[config.mk]
export PLATFORM = sky130hd
export DESIGN_NAME = result_mux_arbiter
export DESIGN_NICKNAME = d
export VERILOG_FILES = /design/src/rtl/result_mux_arbiter.sv
export SDC_FILE = /design/constraint.sdc
export NUM_CORES = 1
export LEC_CHECK = 0
export ABC_AREA = 0
export BUFFER_PORTS_ARGS = -buffer_cell sky130_fd_sc_hd__clkbuf_2
export CAP_MARGIN = 40
export CORE_ASPECT_RATIO = 2
export CORE_MARGIN = 8
export CORE_UTILIZATION = 34
export DETAILED_ROUTE_END_ITERATION = 6
export PLACE_DENSITY_LB_ADDON = 0.25
export SLEW_MARGIN = 10
export SYNTH_ARGS = -nofsm -noshare
export SYNTH_HDL_FRONTEND = slang
export SYNTH_SLANG_ARGS = --single-unit
[constraint.sdc]
create_clock -name clk -period 3.8 [get_ports clk]
set_clock_uncertainty 0.2 [all_clocks]
set_input_delay 0 -clock clk [delete_from_list [all_inputs] [get_ports clk]]
set_output_delay 0 -clock clk [all_outputs]
set_load 0.1 [all_outputs]
[src/rtl/result_mux_arbiter.sv]
// result_mux_arbiter
//   Round-robin arbiter for a shared 3:1 32-bit result mux and the resource
//   behind it. The requesters are 0 = fetch, 1 = load/store, 2 = debug/aux.
//   A grant stays in place until the resource reports done. If done does not
//   arrive, a hold-time watchdog forces the release.
//
// Parameters
//   MAX_HOLD  maximum cycles a grant may be held without done (2..255)
//   CNT_W     hold counter width, 2**CNT_W > MAX_HOLD
//
// Ports
//   clk       in   system clock, rising edge
//   rst_n     in   asynchronous active-low reset
//   req       in   [2:0] request vector, bit i = requester i
//   done      in   resource finished the current transaction (ignored when idle)
//   gnt       out  [2:0] one-hot grant, registered, zero when idle
//   sel       out  [1:0] mux select = granted index, registered, holds when idle
//   valid     out  grant active (== |gnt)
//   timeout   out  one-cycle pulse after a watchdog release
//   hold_cnt  out  [CNT_W-1:0] cycles elapsed in the current grant
module result_mux_arbiter #(
  parameter int MAX_HOLD = 16,
  parameter int CNT_W    = 8
) (
  input  logic             clk,
  input  logic             rst_n,
  input  logic [2:0]       req,
  input  logic             done,
  output logic [2:0]       gnt,
  output logic [1:0]       sel,
  output logic             valid,
  output logic             timeout,
  output logic [CNT_W-1:0] hold_cnt
);

  typedef enum logic {
    IDLE = 1'b0,
    BUSY = 1'b1
  } state_e;

  state_e           state_q, state_d;
  logic [1:0]       ptr_q, ptr_d;
  logic [2:0]       gnt_q, gnt_d;
  logic [1:0]       sel_q, sel_d;
  logic             valid_q, valid_d;
  logic             timeout_q, timeout_d;
  logic [CNT_W-1:0] hold_cnt_q, hold_cnt_d;

  logic             hold_at_max_s;
  logic [1:0]       rel_ptr_s;
  logic [2:0]       arb_idle_s;
  logic [2:0]       arb_rel_s;

  // Round-robin search starting at p. Returns {found, index}.
  function automatic logic [2:0] arb(input logic [2:0] r, input logic [1:0] p);
    logic [1:0] c0, c1, c2;
    logic [2:0] res;
    case (p)
      2'd1:    begin c0 = 2'd1; c1 = 2'd2; c2 = 2'd0; end
      2'd2:    begin c0 = 2'd2; c1 = 2'd0; c2 = 2'd1; end
      default: begin c0 = 2'd0; c1 = 2'd1; c2 = 2'd2; end
    endcase
    if (r[c0]) begin
      res = {1'b1, c0};
    end else if (r[c1]) begin
      res = {1'b1, c1};
    end else if (r[c2]) begin
      res = {1'b1, c2};
    end else begin
      res = 3'b000;
    end
    return res;
  endfunction

  // Pointer value that follows winner w (mod 3).
  function automatic logic [1:0] next_ptr(input logic [1:0] w);
    logic [1:0] n;
    case (w)
      2'd0:    n = 2'd1;
      2'd1:    n = 2'd2;
      default: n = 2'd0;
    endcase
    return n;
  endfunction

  // Converts an index to a one-hot grant. Index 3 is never produced.
  function automatic logic [2:0] onehot(input logic [1:0] idx);
    logic [2:0] o;
    case (idx)
      2'd0:    o = 3'b001;
      2'd1:    o = 3'b010;
      2'd2:    o = 3'b100;
      default: o = 3'b000;
    endcase
    return o;
  endfunction

  // While BUSY, sel_q holds the current winner. Release therefore advances
  // the pointer past it and re-arbitrates on the same edge, so a new grant
  // follows with no idle cycle.
  assign hold_at_max_s = (hold_cnt_q == CNT_W'(MAX_HOLD - 1));
  assign rel_ptr_s     = next_ptr(sel_q);
  assign arb_idle_s    = arb(req, ptr_q);
  assign arb_rel_s     = arb(req, rel_ptr_s);

  // Next-state and next-output computation.
  always_comb begin
    state_d    = state_q;
    ptr_d      = ptr_q;
    gnt_d      = gnt_q;
    sel_d      = sel_q;
    valid_d    = valid_q;
    timeout_d  = 1'b0;
    hold_cnt_d = hold_cnt_q;
    case (state_q)
      IDLE: begin
        if (arb_idle_s[2]) begin
          state_d    = BUSY;
          gnt_d      = onehot(arb_idle_s[1:0]);
          sel_d      = arb_idle_s[1:0];
          valid_d    = 1'b1;
          hold_cnt_d = {CNT_W{1'b0}};
        end else begin
          state_d = IDLE;
        end
      end
      BUSY: begin
        if (done || hold_at_max_s) begin
          // When done arrives on the final hold cycle, it is a normal completion.
          timeout_d  = ~done;
          ptr_d      = rel_ptr_s;
          hold_cnt_d = {CNT_W{1'b0}};
          if (arb_rel_s[2]) begin
            gnt_d   = onehot(arb_rel_s[1:0]);
            sel_d   = arb_rel_s[1:0];
            valid_d = 1'b1;
          end else begin
            state_d = IDLE;
            gnt_d   = 3'b000;
            valid_d = 1'b0;
          end
        end else begin
          hold_cnt_d = hold_cnt_q + CNT_W'(1);
        end
      end
      default: begin
        state_d    = IDLE;
        gnt_d      = 3'b000;
        valid_d    = 1'b0;
        hold_cnt_d = {CNT_W{1'b0}};
      end
    endcase
  end

  // State and registered outputs.
  always_ff @(posedge clk or negedge rst_n) begin
    if (!rst_n) begin
      state_q    <= IDLE;
      ptr_q      <= 2'd0;
      gnt_q      <= 3'b000;
      sel_q      <= 2'b00;
      valid_q    <= 1'b0;
      timeout_q  <= 1'b0;
      hold_cnt_q <= {CNT_W{1'b0}};
    end else begin
      state_q    <= state_d;
      ptr_q      <= ptr_d;
      gnt_q      <= gnt_d;
      sel_q      <= sel_d;
      valid_q    <= valid_d;
      timeout_q  <= timeout_d;
      hold_cnt_q <= hold_cnt_d;
    end
  end

  assign gnt      = gnt_q;
  assign sel      = sel_q;
  assign valid    = valid_q;
  assign timeout  = timeout_q;
  assign hold_cnt = hold_cnt_q;

endmodule

==> results of run 1 <==
-- flip-flops by register name, indices dropped and copies added (netlist names) --
register  flops
timeout       1
ptr_q         2
valid         1
sel           2
state_q       1
gnt           3
hold_cnt      8
-- layer usage --
metal	vias to the layer above	track usage (%)	wire length (um)
met5	-	0	0
met4	0	5.444	59
met3	5	1.832	82
met2	19	20.91	1496
met1	480	9.382	1109
li1	488	-	-
-- power groups by stage --
stage	Combinational [mW]	Sequential [mW]	Clock [mW]
after detailed placement	0.378	0.246	0
final	0.377	0.242	0.160
after global placement	0.374	0.243	0
after CTS	0.381	0.242	0.161
after global routing	0.401	0.245	0.170
after floorplan	0.179	0.372	0
-- logic make-up (layout without fill, tap and decap cells) --
| logic type | Yosys count | in the layout | share of synthesized area (%) |
|---|---|---|---|
| adders and majority gates | 4 | 4 | 4.535 |
| xor gates and xnor gates | 1 | 1 | 0.7938 |
| and+or+nand+nor | 39 | 39 | 18.14 |
| buffers and inverters | 10 | 33 | 3.514 |
| DFF | 18 | 18 | 40.82 |
| muxes | 7 | 7 | 7.710 |
| AOI/OAI and AO/OA | 42 | 42 | 24.49 |
-- Yosys cell counts (2+ instances only) --
cell	n	area [um^2]
a21oi_1	7	35.03
nor2b_1	2	12.51
o211ai_1	3	22.52
mux2i_1	4	40.04
o21ai_0	14	70.07
o22ai_1	2	12.51
nand2b_1	2	12.51
nor2_1	12	45.04
dfrtp_1	18	450.4
and3_1	2	12.51
nand2_1	12	45.04
nand3_1	3	15.01
nor4_1	2	12.51
a31oi_1	3	18.77
mux2_4	3	45.04
ha_1	4	50.05
clkbuf_1	3	11.26
inv_1	6	22.52
-- critical path: cells and delay by family (launching register included) --
family | cells | cell delay, ps
mux | 3 | 940
simple gates | 2 | 590
flops | 1 | 380
fa+ha+maj | 1 | 300
buf+inv | 1 | 100
-- stage by stage --
stage | total power [mW] | hold slack [ps] | instance area, um^2 | instances | util [%]
after floorplan | 0.5513 | -495.6 | 1104 | 121 | -
after global placement | 0.6177 | -235.7 | 1226 | 168 | 39.29
after detailed placement | 0.6232 | -221.4 | 1226 | 168 | 39.29
after CTS | 0.7840 | 8.278 | 1311 | 175 | 42.02
after global routing | 0.8155 | 35.81 | 1311 | 175 | 42.02
final | 0.7786 | 3.765 | 1311 | 175 | 42.02
-- layout by cell type, fill, tap and decap left out, types with 2 or more instances in the layout --
cell           Yosys  layout
nand2b_1           2       2
dlygate4sd3_1      0       3
mux2_4             3       3
nand2_1           12      12
mux2i_1            4       4
nor2b_1            2       2
nand3_1            3       3
a31oi_1            3       3
clkbuf_8           0       4
dfrtp_1           18      18
o22ai_1            2       2
and3_1             2       2
ha_1               4       4
o21ai_0           14      14
inv_1              6       6
a21oi_1            7       7
o211ai_1           3       3
clkbuf_2           0      20
nor2_1            12      12
nor4_1             2       2
-- layout make-up --
class	count	area (um^2)
Fill cell	310	1809
Multi-Input combinational cell	93	614.3
Sequential cell	18	450.4
Timing Repair Buffer	23	130.1
Clock buffer	4	55.05
Tap cell	31	38.79
Inverter	6	22.52
-- how the worst max path moves through the flow --
stage                                 start            endpoint  slack [ps]  cells past startpoint
global route           ptr_q[0]$_DFFE_PN0P_  sel[1]$_DFFE_PN0P_        1030                      7
global placement       ptr_q[0]$_DFFE_PN0P_  sel[1]$_DFFE_PN0P_        1240                      7
finish                 ptr_q[0]$_DFFE_PN0P_  sel[1]$_DFFE_PN0P_        1180                      7
floorplan           hold_cnt[0]$_DFFE_PN0P_  gnt[2]$_DFFE_PN0P_        1110                      7
CTS                    ptr_q[0]$_DFFE_PN0P_  sel[1]$_DFFE_PN0P_        1170                      7
detailed placement     ptr_q[0]$_DFFE_PN0P_  sel[1]$_DFFE_PN0P_        1190                      7
==> results.md, run 1 <==
- Status: complete, no violations
- Max IR drop VDD: 0.2906 mV
- Iteration-0 DRC Markers: 15
- Crit path DAT: 2570 ps
- Startpoint types: register
- EDFF count, synth: 0
- WP data required: 3750 ps
- Post-Syn Area: 0.001104 mm^2
- H-tree depth: 1
- Ys async rst share: 100.0%
- Wire length per cell: 15.70 um
- Fin. max-slew vios: 0
- Clock Power Share: 20.6%
- First-pass GRT wire length: ~4700 um
- Warnings, synthesis: 0
- Slew @ Worst Pin: 669.5 ps
- Hold_buf cts: 3
- Worst r2r src: ptr_q[0]$_DFFE_PN0P_
- Ant diodes: 0
- Final setup violation count: 0
- Core area: 0.003120 mm^2
- Synth Register Bits: 18
- FF-to-FF path depth: 7
- Layout Nets: 155
- Syn Nets: 131
- Slew Limit Headroom: 54.96%
- Slowest-stage cell, CP: nor4_4
- Vias in the first global route: 1066
- Die height: 96.57 um
- WL final: between 2000 and 3000 um
- Worst setup margin: 1185 ps
- CP most frequent cell: mux2_4
- Grt ovf: 0
- Final Hold Fails: 0
- Die Width: 56.29 um
- Int Pwr: 0.4154 mW
- Max clock buf depth: 2
- Ports: 21
- Postcts setup bufs: 0
- Worst r2r dst: sel[1]$_DFFE_PN0P_
- TritonCTS clock tree: yes
- Initial antenna violation count: 0
- Total negative slack: 0 ps
- Flop pwr share: 31.0%
- Psw: 0.3632 mW
- CTS sink cnt: 18
- Die area: approximately 0.0054 mm^2
- Max-capacitance violation count: 0
- Post-Syn Instances: 121
- Pwr/cell area: 593.8 mW/mm^2
- Power share of the combinational group: 48.4%
- Clk_lat worst skew: around 260 ps
- Via density: 5.669
- Tmin final: 2615 ps
- Reg2reg setup slack: ~1200 ps
- Worst-path clk slew: ~70 ps
- Mapped Avg Cell Area: 9.120 um^2
- Critical Path Sink Type: register
- # DRC: 0
- RePlAce Congestion: 0.8178
- Top FF cell, synth: dfrtp_1
- Crit-path cells: inv_1, ha_1, mux2_4, mux2_4, nor4_4, nor3_2, mux2_4
- Fmax: 382.4 MHz
- Cts repair resizes: 0
- Via count: 992
- Pre-Repair DR Iteration Count: 4
- CTS root buf: clkbuf_8
- Area growth syn-to-layout: 18.82%
- Initial Util: 35.36%
- Hold Crit Start: req[2]
- Hpwl dp: 2156 um
- WHS Path Cells: 3
- Endpoint, Worst Hold: valid$_DFFE_PN0P_
- GRT Total Usage: between 10% and 20%
- Share of cells above drive strength 1: between 20 and 25%
- Rows: 29
- Distinct cell type count after synthesis: 37
- Class of the most critical setup path: register to register
- Crit share post-route: 68.82%
- Cts bufs inserted: 3
- CP Max Fanout: 10
- Post-route ant nets: 0
- Switching Fraction: approximately 47%
- DP Worst Slack: 1189 ps
- Min-Delay Path Class: input pin to register
- Post-synthesis sequential area ratio: 40.82%
- RSZ-0062 raised after global routing: false
- Crit-path max cell delay: 460 ps
- Number of port buffers: 20
- Pleak: 0.6055 nW
- Largest net degree at the start of global routing: 19
No activity file was read; power rests on OpenSTA's default activity.
==> run 2: changes to the inputs <==
==> constraint.sdc (replaced) <==
create_clock -name clk -period 2.22 [get_ports clk]
set_clock_uncertainty 0.2 [all_clocks]
set_input_delay 0 -clock clk [delete_from_list [all_inputs] [get_ports clk]]
set_output_delay 0 -clock clk [all_outputs]
set_load 0.1 [all_outputs]
==> results.md, run 2 (same netlist as run 1, synthesis figures left out) <==
- Status: finished with violations
- Failing checks: negative setup slack
- First-pass GRT wire length: 5030 um (+7.8%)
- Design Power: 1.476 mW (+90%)
- Core area: 0.003120 mm^2 (unchanged)
- Placement Cell Area: 0.001351 mm^2 (+10%)
- Int Pwr: 0.8079 mW (+94%)
- Share of cells above drive strength 1: 41.88% (+20 points)
- Max clock buf depth: 2 (unchanged)
- Crit-path cells: inv_2, ha_4, mux2_4, mux2_4, o41a_1, o311ai_1, o21a_1
- Commonest cells after routing, fill and taps aside: 20 x clkbuf_2, 15 x buf_4, 14 x o21ai_0
- Psw: 0.6685 mW (+84%)
- Wire length per cell: 15.65 um (-0.31%)
- Fmax: 444.2 MHz (+16%)
- Die area: 0.005435 mm^2 (unchanged)
- Pwr/cell area: 976.8 mW/mm^2 (+65%)
- CTS root buf: clkbuf_8
- Pleak: 0.6750 nW (+11%)
- Via density: 5.613 (-0.99%)
- Layout Nets: 172 (+11%)
- Critical Path Sink Type: register
- Slew Limit Headroom: 63.76% (+8.8 points)
- RSZ-0062 raised after global routing: true
- Crit share post-route: 101.4% (+33 points)
- Tmin final: 2251 ps (-364.2 ps)
- RePlAce Congestion: 0.8121 (-0.70%)
- Util after Layout: 48.44% (+6.4 points)
- Startpoint types: register
- Iteration-0 DRC Markers: 34 (+19)
- Initial antenna violation count: 0 (unchanged)
- Ant diodes: 0 (unchanged)
- WL final: 2989 um (+8.8%)
- CTS sink cnt: 18 (unchanged)
- Pre-Repair DR Iteration Count: 4 (unchanged)
- Final Hold Fails: 0 (unchanged)
- Clock Power Share: 15.1% (-5.5 points)
- Die Width: 56.29 um (unchanged)
- Slew @ Worst Pin: 545.9 ps (-123.6 ps)
- Vias in the first global route: 1151 (+8.0%)
- Rows: 29 (unchanged)
- Flop pwr share: 28.7% (-2.3 points)
- Power share of the combinational group: 56.2% (+7.8 points)
- Number of port buffers: 20 (unchanged)
- Switching Fraction: 45.28% (-1.4 points)
- Max reg flops: 8 (unchanged)
- Hpwl dp: 2290 um (+6.2%)
- Max-capacitance violation count: 0 (unchanged)
- Cts bufs inserted: 3 (unchanged)
- Crit path DAT: 2240 ps (-330 ps)
- Min-Delay Path Class: input pin to async pin
- Grt ovf: 0 (unchanged)
- Initial Util: 35.36% (unchanged)
- CP Max Fanout: 8 (-2)
- Largest net degree at the start of global routing: 19 (unchanged)
- H-tree depth: 1 (unchanged)
- TritonCTS clock tree: yes
- WP data required: 2210 ps (-1540 ps)
- Class of the most critical setup path: register to register
- Clk_lat worst skew: 250 ps (about the same)
- Via count: 1072 (+8.1%)
- # DRC: 0 (unchanged)
- Die height: 96.57 um (unchanged)
- Post-route ant nets: 0 (unchanged)
- Commonest non-fill, non-tap cell in the layout: clkbuf_2
- CP most frequent cell: mux2_4
- Area growth syn-to-layout: 36.96%
- Fin. max-slew vios: 0 (unchanged)
- Worst setup margin: -31.00 ps (-1216 ps)
- Worst-path clk slew: 60 ps (about the same)
- Crit-path max cell delay: 470 ps (about the same)
- Final setup violation count: 3 (+3)
- Ports: 21 (unchanged)
- Slowest-stage cell, CP: o41a_1
- GRT Total Usage: 11.12% (+0.75 points)
- Design Area, Final: 0.001511 mm^2 (+15%)
- Max IR drop VDD: 0.3921 mV (+35%)
==> run 2: cell count changes in the layout (fill, tap and decap cells not counted), sizes merged <==
cell,change
buf,+17
clkbuf,-1
==> run 2: what timing repair did <==
action,CTS,global route
pin swaps,1,4
hold endpoints to repair,20,0
hold buffers,3,0
endpoints found under the setup margin,5,14
gates resized for setup,5,7
cloned,0,1
setup buffers,0,5
==> run 2: metal layers <==
metal / global-route usage [%] / vias up / wire, um
li1: - / 520 / -
met1: 10.68 / 528 / 1169
met2: 22.12 / 20 / 1692
met3: 2.356 / 4 / 91
met4: 4.234 / 0 / 36
met5: 0 / - / 0
==> run 2: worst paths after layout <==
| kind | depth (start not counted) | endpoint | slack, ps | from |
|---|---|---|---|---|
| hold reg to reg | 1 | gnt[2]$_DFFE_PN0P_ | 300 | gnt[2]$_DFFE_PN0P_ |
| setup / recovery | 7 | gnt[2]$_DFFE_PN0P_ | -30 | ptr_q[0]$_DFFE_PN0P_ |
| min in group clk | 3 | gnt[1]$_DFFE_PN0P_ | 40 | req[1] |
| setup reg to reg | 7 | gnt[2]$_DFFE_PN0P_ | -30 | ptr_q[0]$_DFFE_PN0P_ |
| hold / removal | 2 | gnt[1]$_DFFE_PN0P_ | 20 | rst_n |
| max in group asynchronous | 2 | hold_cnt[1]$_DFFE_PN0P_ | 1460 | rst_n |
==> run 2: through the flow <==
stage / setup slack, ps / instances / TNS (ps) / hold slack, ps
2_1_floorplan: -13.10 / 121 / -13.10 / -495.6
3_3_place_gp: -31.04 / 179 / -31.04 / -229.1
3_5_place_dp: -62.84 / 179 / -93.02 / -230.0
4_1_cts: -9.358 / 185 / -17.21 / 34.54
5_1_grt: -116.5 / 191 / -489.7 / 75.61
6_report: -31.00 / 191 / -36.49 / 15.27
==> run 2: power by group through the flow <==
stage               clock network [mW]  registers, mW  logic [mW]
detailed placement                   0          0.428       0.736
floorplan                            0          0.645       0.342
global placement                     0          0.426       0.726
finish                           0.223          0.424       0.829
CTS                              0.232          0.422       0.764
global route                     0.242          0.430       0.886
==> run 2: critical path, delay by kind of cell (launching register included) <==
family | cells | cell delay, ps
multiplexers | 2 | 590
AO/OA/AOI/OAI | 3 | 750
buffers and inverters | 1 | 90
adder cells (fa/ha/maj) | 1 | 170
flip-flops | 1 | 390
==> run 2: final cells by class <==
cell class | instances | area, um^2
Inverter | 6 | 22.52
Timing Repair Buffer | 40 | 259.0
Sequential cell | 18 | 466.7
Clock buffer | 3 | 41.29
Tap cell | 31 | 38.79
Multi-Input combinational cell | 93 | 683.2
Fill cell | 309 | 1609
==> run 3: changes to the inputs <==
==> constraint.sdc (replaced) <==
create_clock -name clk -period 2.22 [get_ports clk]
set_clock_uncertainty 0.2 [all_clocks]
set_input_delay 0.333 -clock clk [delete_from_list [all_inputs] [get_ports clk]]
set_output_delay 0.333 -clock clk [all_outputs]
set_load 0.1 [all_outputs]
==> results.md, run 3 (same netlist as run 1, synthesis figures left out) <==
- Fin. max-slew vios: 0 (unchanged)
- Power share of the combinational group: 56.0% (-0.2 points)
- Slew Limit Headroom: 63.80% (about the same)
- Fmax: 444.6 MHz (about the same)
- Final setup violation count: 2 (-1)
- TritonCTS clock tree: yes
- Clk_lat worst skew: 250 ps (about the same)
- Tmin final: 2249 ps (-1.915 ps)
- Rows: 29 (unchanged)
- Number of port buffers: 20 (unchanged)
- Via density: 5.693 (+1.4%)
- GR Util met3: 2.225% (-0.13 points)
- Crit path DAT: 2240 ps (about the same)
- Cts bufs inserted: 3 (unchanged)
- CTS sink cnt: 18 (unchanged)
- Share of cells above drive strength 1: 42.41% (+0.53 points)
- Iteration-0 DRC Markers: 55 (+62%)
- Critical Path Sink Type: register
- Met2 Use GR: 21.93% (-0.19 points)
- Endpoint, Worst Hold: timeout$_DFF_PN0_
- Slowest-stage cell, CP: o41a_1
- First-pass GRT wire length: 5002 um (-0.56%)
- Int Pwr: 0.8053 mW (-0.32%)
- Crit-path max cell delay: 470 ps (about the same)
- Placed insts: 179 (unchanged)
- Die height: 96.57 um (unchanged)
- Max-capacitance violation count: 0 (unchanged)
- Placement Cell Area: 0.001351 mm^2 (unchanged)
- Slew @ Worst Pin: 545.3 ps (-0.6286 ps)
- Max clock buf depth: 2 (unchanged)
- Core area: 0.003120 mm^2 (unchanged)
- Hold Crit Start: done
- Area growth syn-to-layout: 35.15%
- WHS Path Cells: 3
- Critical Path Start: ptr_q[0]$_DFFE_PN0P_
- Worst r2r dst: gnt[2]$_DFFE_PN0P_
- WP data required: 2210 ps (about the same)
- WL final: 2977 um (-0.40%)
- Class of the most critical setup path: register to register
- Post-route ant nets: 0 (unchanged)
- Ports: 21 (unchanged)
- Crit share post-route: 101.3% (about the same)
- Flop pwr share: 28.7% (about the same)
- Min-Delay Path Class: input pin to register
- Status: finished with violations
- Met1 Use GR: 10.76% (+0.077 points)
- Crit-path cells: inv_2, ha_4, mux2_4, mux2_4, o41a_1, o311ai_1, o21a_1
- Pre-Repair DR Iteration Count: 4 (unchanged)
- Max IR drop VDD: 0.3921 mV (about the same)
- Busiest grt layer: met2
- Die area: 0.005435 mm^2 (unchanged)
- FF-to-FF path depth: 7 (unchanged)
- Grt ovf: 0 (unchanged)
- RSZ-0062 raised after global routing: true
- Non-Filler Instances: 189 (-1.0%)
- Initial antenna violation count: 0 (unchanged)
- Startpoint types: register
- Reg2reg setup slack: -30 ps (about the same)
- Final Hold Fails: 0 (unchanged)
- Worst setup margin: -29.09 ps (+1.915 ps)
- H-tree depth: 1 (unchanged)
- CP most frequent cell: mux2_4
- Design Area, Final: 0.001491 mm^2 (-1.3%)
- # DRC: 0 (unchanged)
- CTS root buf: clkbuf_8
- Clock Power Share: 15.2% (about the same)
- Hpwl dp: 2290 um (unchanged)
- Die Width: 56.29 um (unchanged)
- Wire length per cell: 15.75 um (+0.65%)
- Pleak: 0.6666 nW (-1.2%)
- GRT Total Usage: 11.06% (-0.053 points)
- Failing checks: negative setup slack
- Via count: 1076 (+0.37%)
- Vias in the first global route: 1147 (-0.35%)
- CP Max Fanout: 8 (unchanged)
- Commonest cells after routing, fill and taps aside: 20 x clkbuf_2, 15 x buf_4, 14 x o21ai_0
- Largest net degree at the start of global routing: 19 (unchanged)
- RePlAce Congestion: 0.8121 (unchanged)
- Final Hold Slack: 284.3 ps (+269.0 ps)
- Layout Nets: 170 (-1.2%)
- Worst-path clk slew: 60 ps (about the same)
- Worst path top cell family by delay: compound AO/OA/AOI/OAI gates
- Worst r2r src: ptr_q[0]$_DFFE_PN0P_
- WP buf/inv: 1 (unchanged)
- Commonest non-fill, non-tap cell in the layout: clkbuf_2
- Pwr/cell area: 986.9 mW/mm^2 (+1.0%)
- Max reg flops: 8 (unchanged)
- Ant diodes: 0 (unchanged)
- Initial Util: 35.36% (unchanged)
- Switching Fraction: 45.29% (about the same)
- Psw: 0.6666 mW (-0.29%)
[run 3: timing repair]
action / in CTS / in global routing
buffers inserted: 0 / 5
endpoints found under the setup margin: 5 / 14
cloned: 0 / 1
pin swaps: 1 / 4
resized for setup: 5 / 7
hold buffers: 1 / 0
hold endpoints to repair: 18 / 0
[run 3: worst register-to-register path: stages, from the launching register on]
cell,delay [ps]
dfrtp_1,390
inv_2,90
ha_4,170
mux2_4,310
mux2_4,280
o41a_1,480
o311ai_1,120
o21a_1,160
[run 3: final cells by class]
cell class,instances,area (um^2)
timing repair buffer,38,239.0
inverter,6,22.52
fill,311,1629
tap,31,38.79
clock buffer,3,41.29
multi-input combinational,93,683.2
sequential,18,466.7
[run 3: metal layers]
layer	up-vias	share of wire [%]	routed length [um]
met5	-	0	0
met4	0	1.2	36
met3	4	2.7	80
met2	20	56	1680
met1	534	40	1180
li1	518	-	-
[run 3: how the worst max path moves through the flow]
stage	to	slack [ps]	cells past startpoint
2_1_floorplan	sel[1]$_DFFE_PN0P_	-10	8
6_report	gnt[2]$_DFFE_PN0P_	-30	7
3_5_place_dp	gnt[2]$_DFFE_PN0P_	-60	7
5_1_grt	gnt[2]$_DFFE_PN0P_	-120	7
4_1_cts	gnt[0]$_DFFE_PN0P_	-9	8
3_3_place_gp	gnt[2]$_DFFE_PN0P_	-30	7
[run 3: stage by stage]
step / setup slack (ps) / setup TNS [ps] / util, % / total power [mW]
2_1_floorplan: -13.10 / -13.10 / - / 0.9869
3_3_place_gp: -31.04 / -31.04 / 43.30 / 1.152
3_5_place_dp: -62.84 / -93.02 / 43.30 / 1.164
4_1_cts: -9.358 / -17.21 / 45.35 / 1.416
5_1_grt: -115.9 / -487.2 / 47.79 / 1.554
6_report: -29.09 / -32.46 / 47.79 / 1.472
[run 3: power by group through the flow]
stage	clock network (mW)	registers (mW)	logic, mW
after floorplan	0	0.645	0.342
after detailed placement	0	0.428	0.736
after global placement	0	0.426	0.726
after CTS	0.232	0.422	0.762
after global routing	0.242	0.430	0.882
final	0.224	0.423	0.825
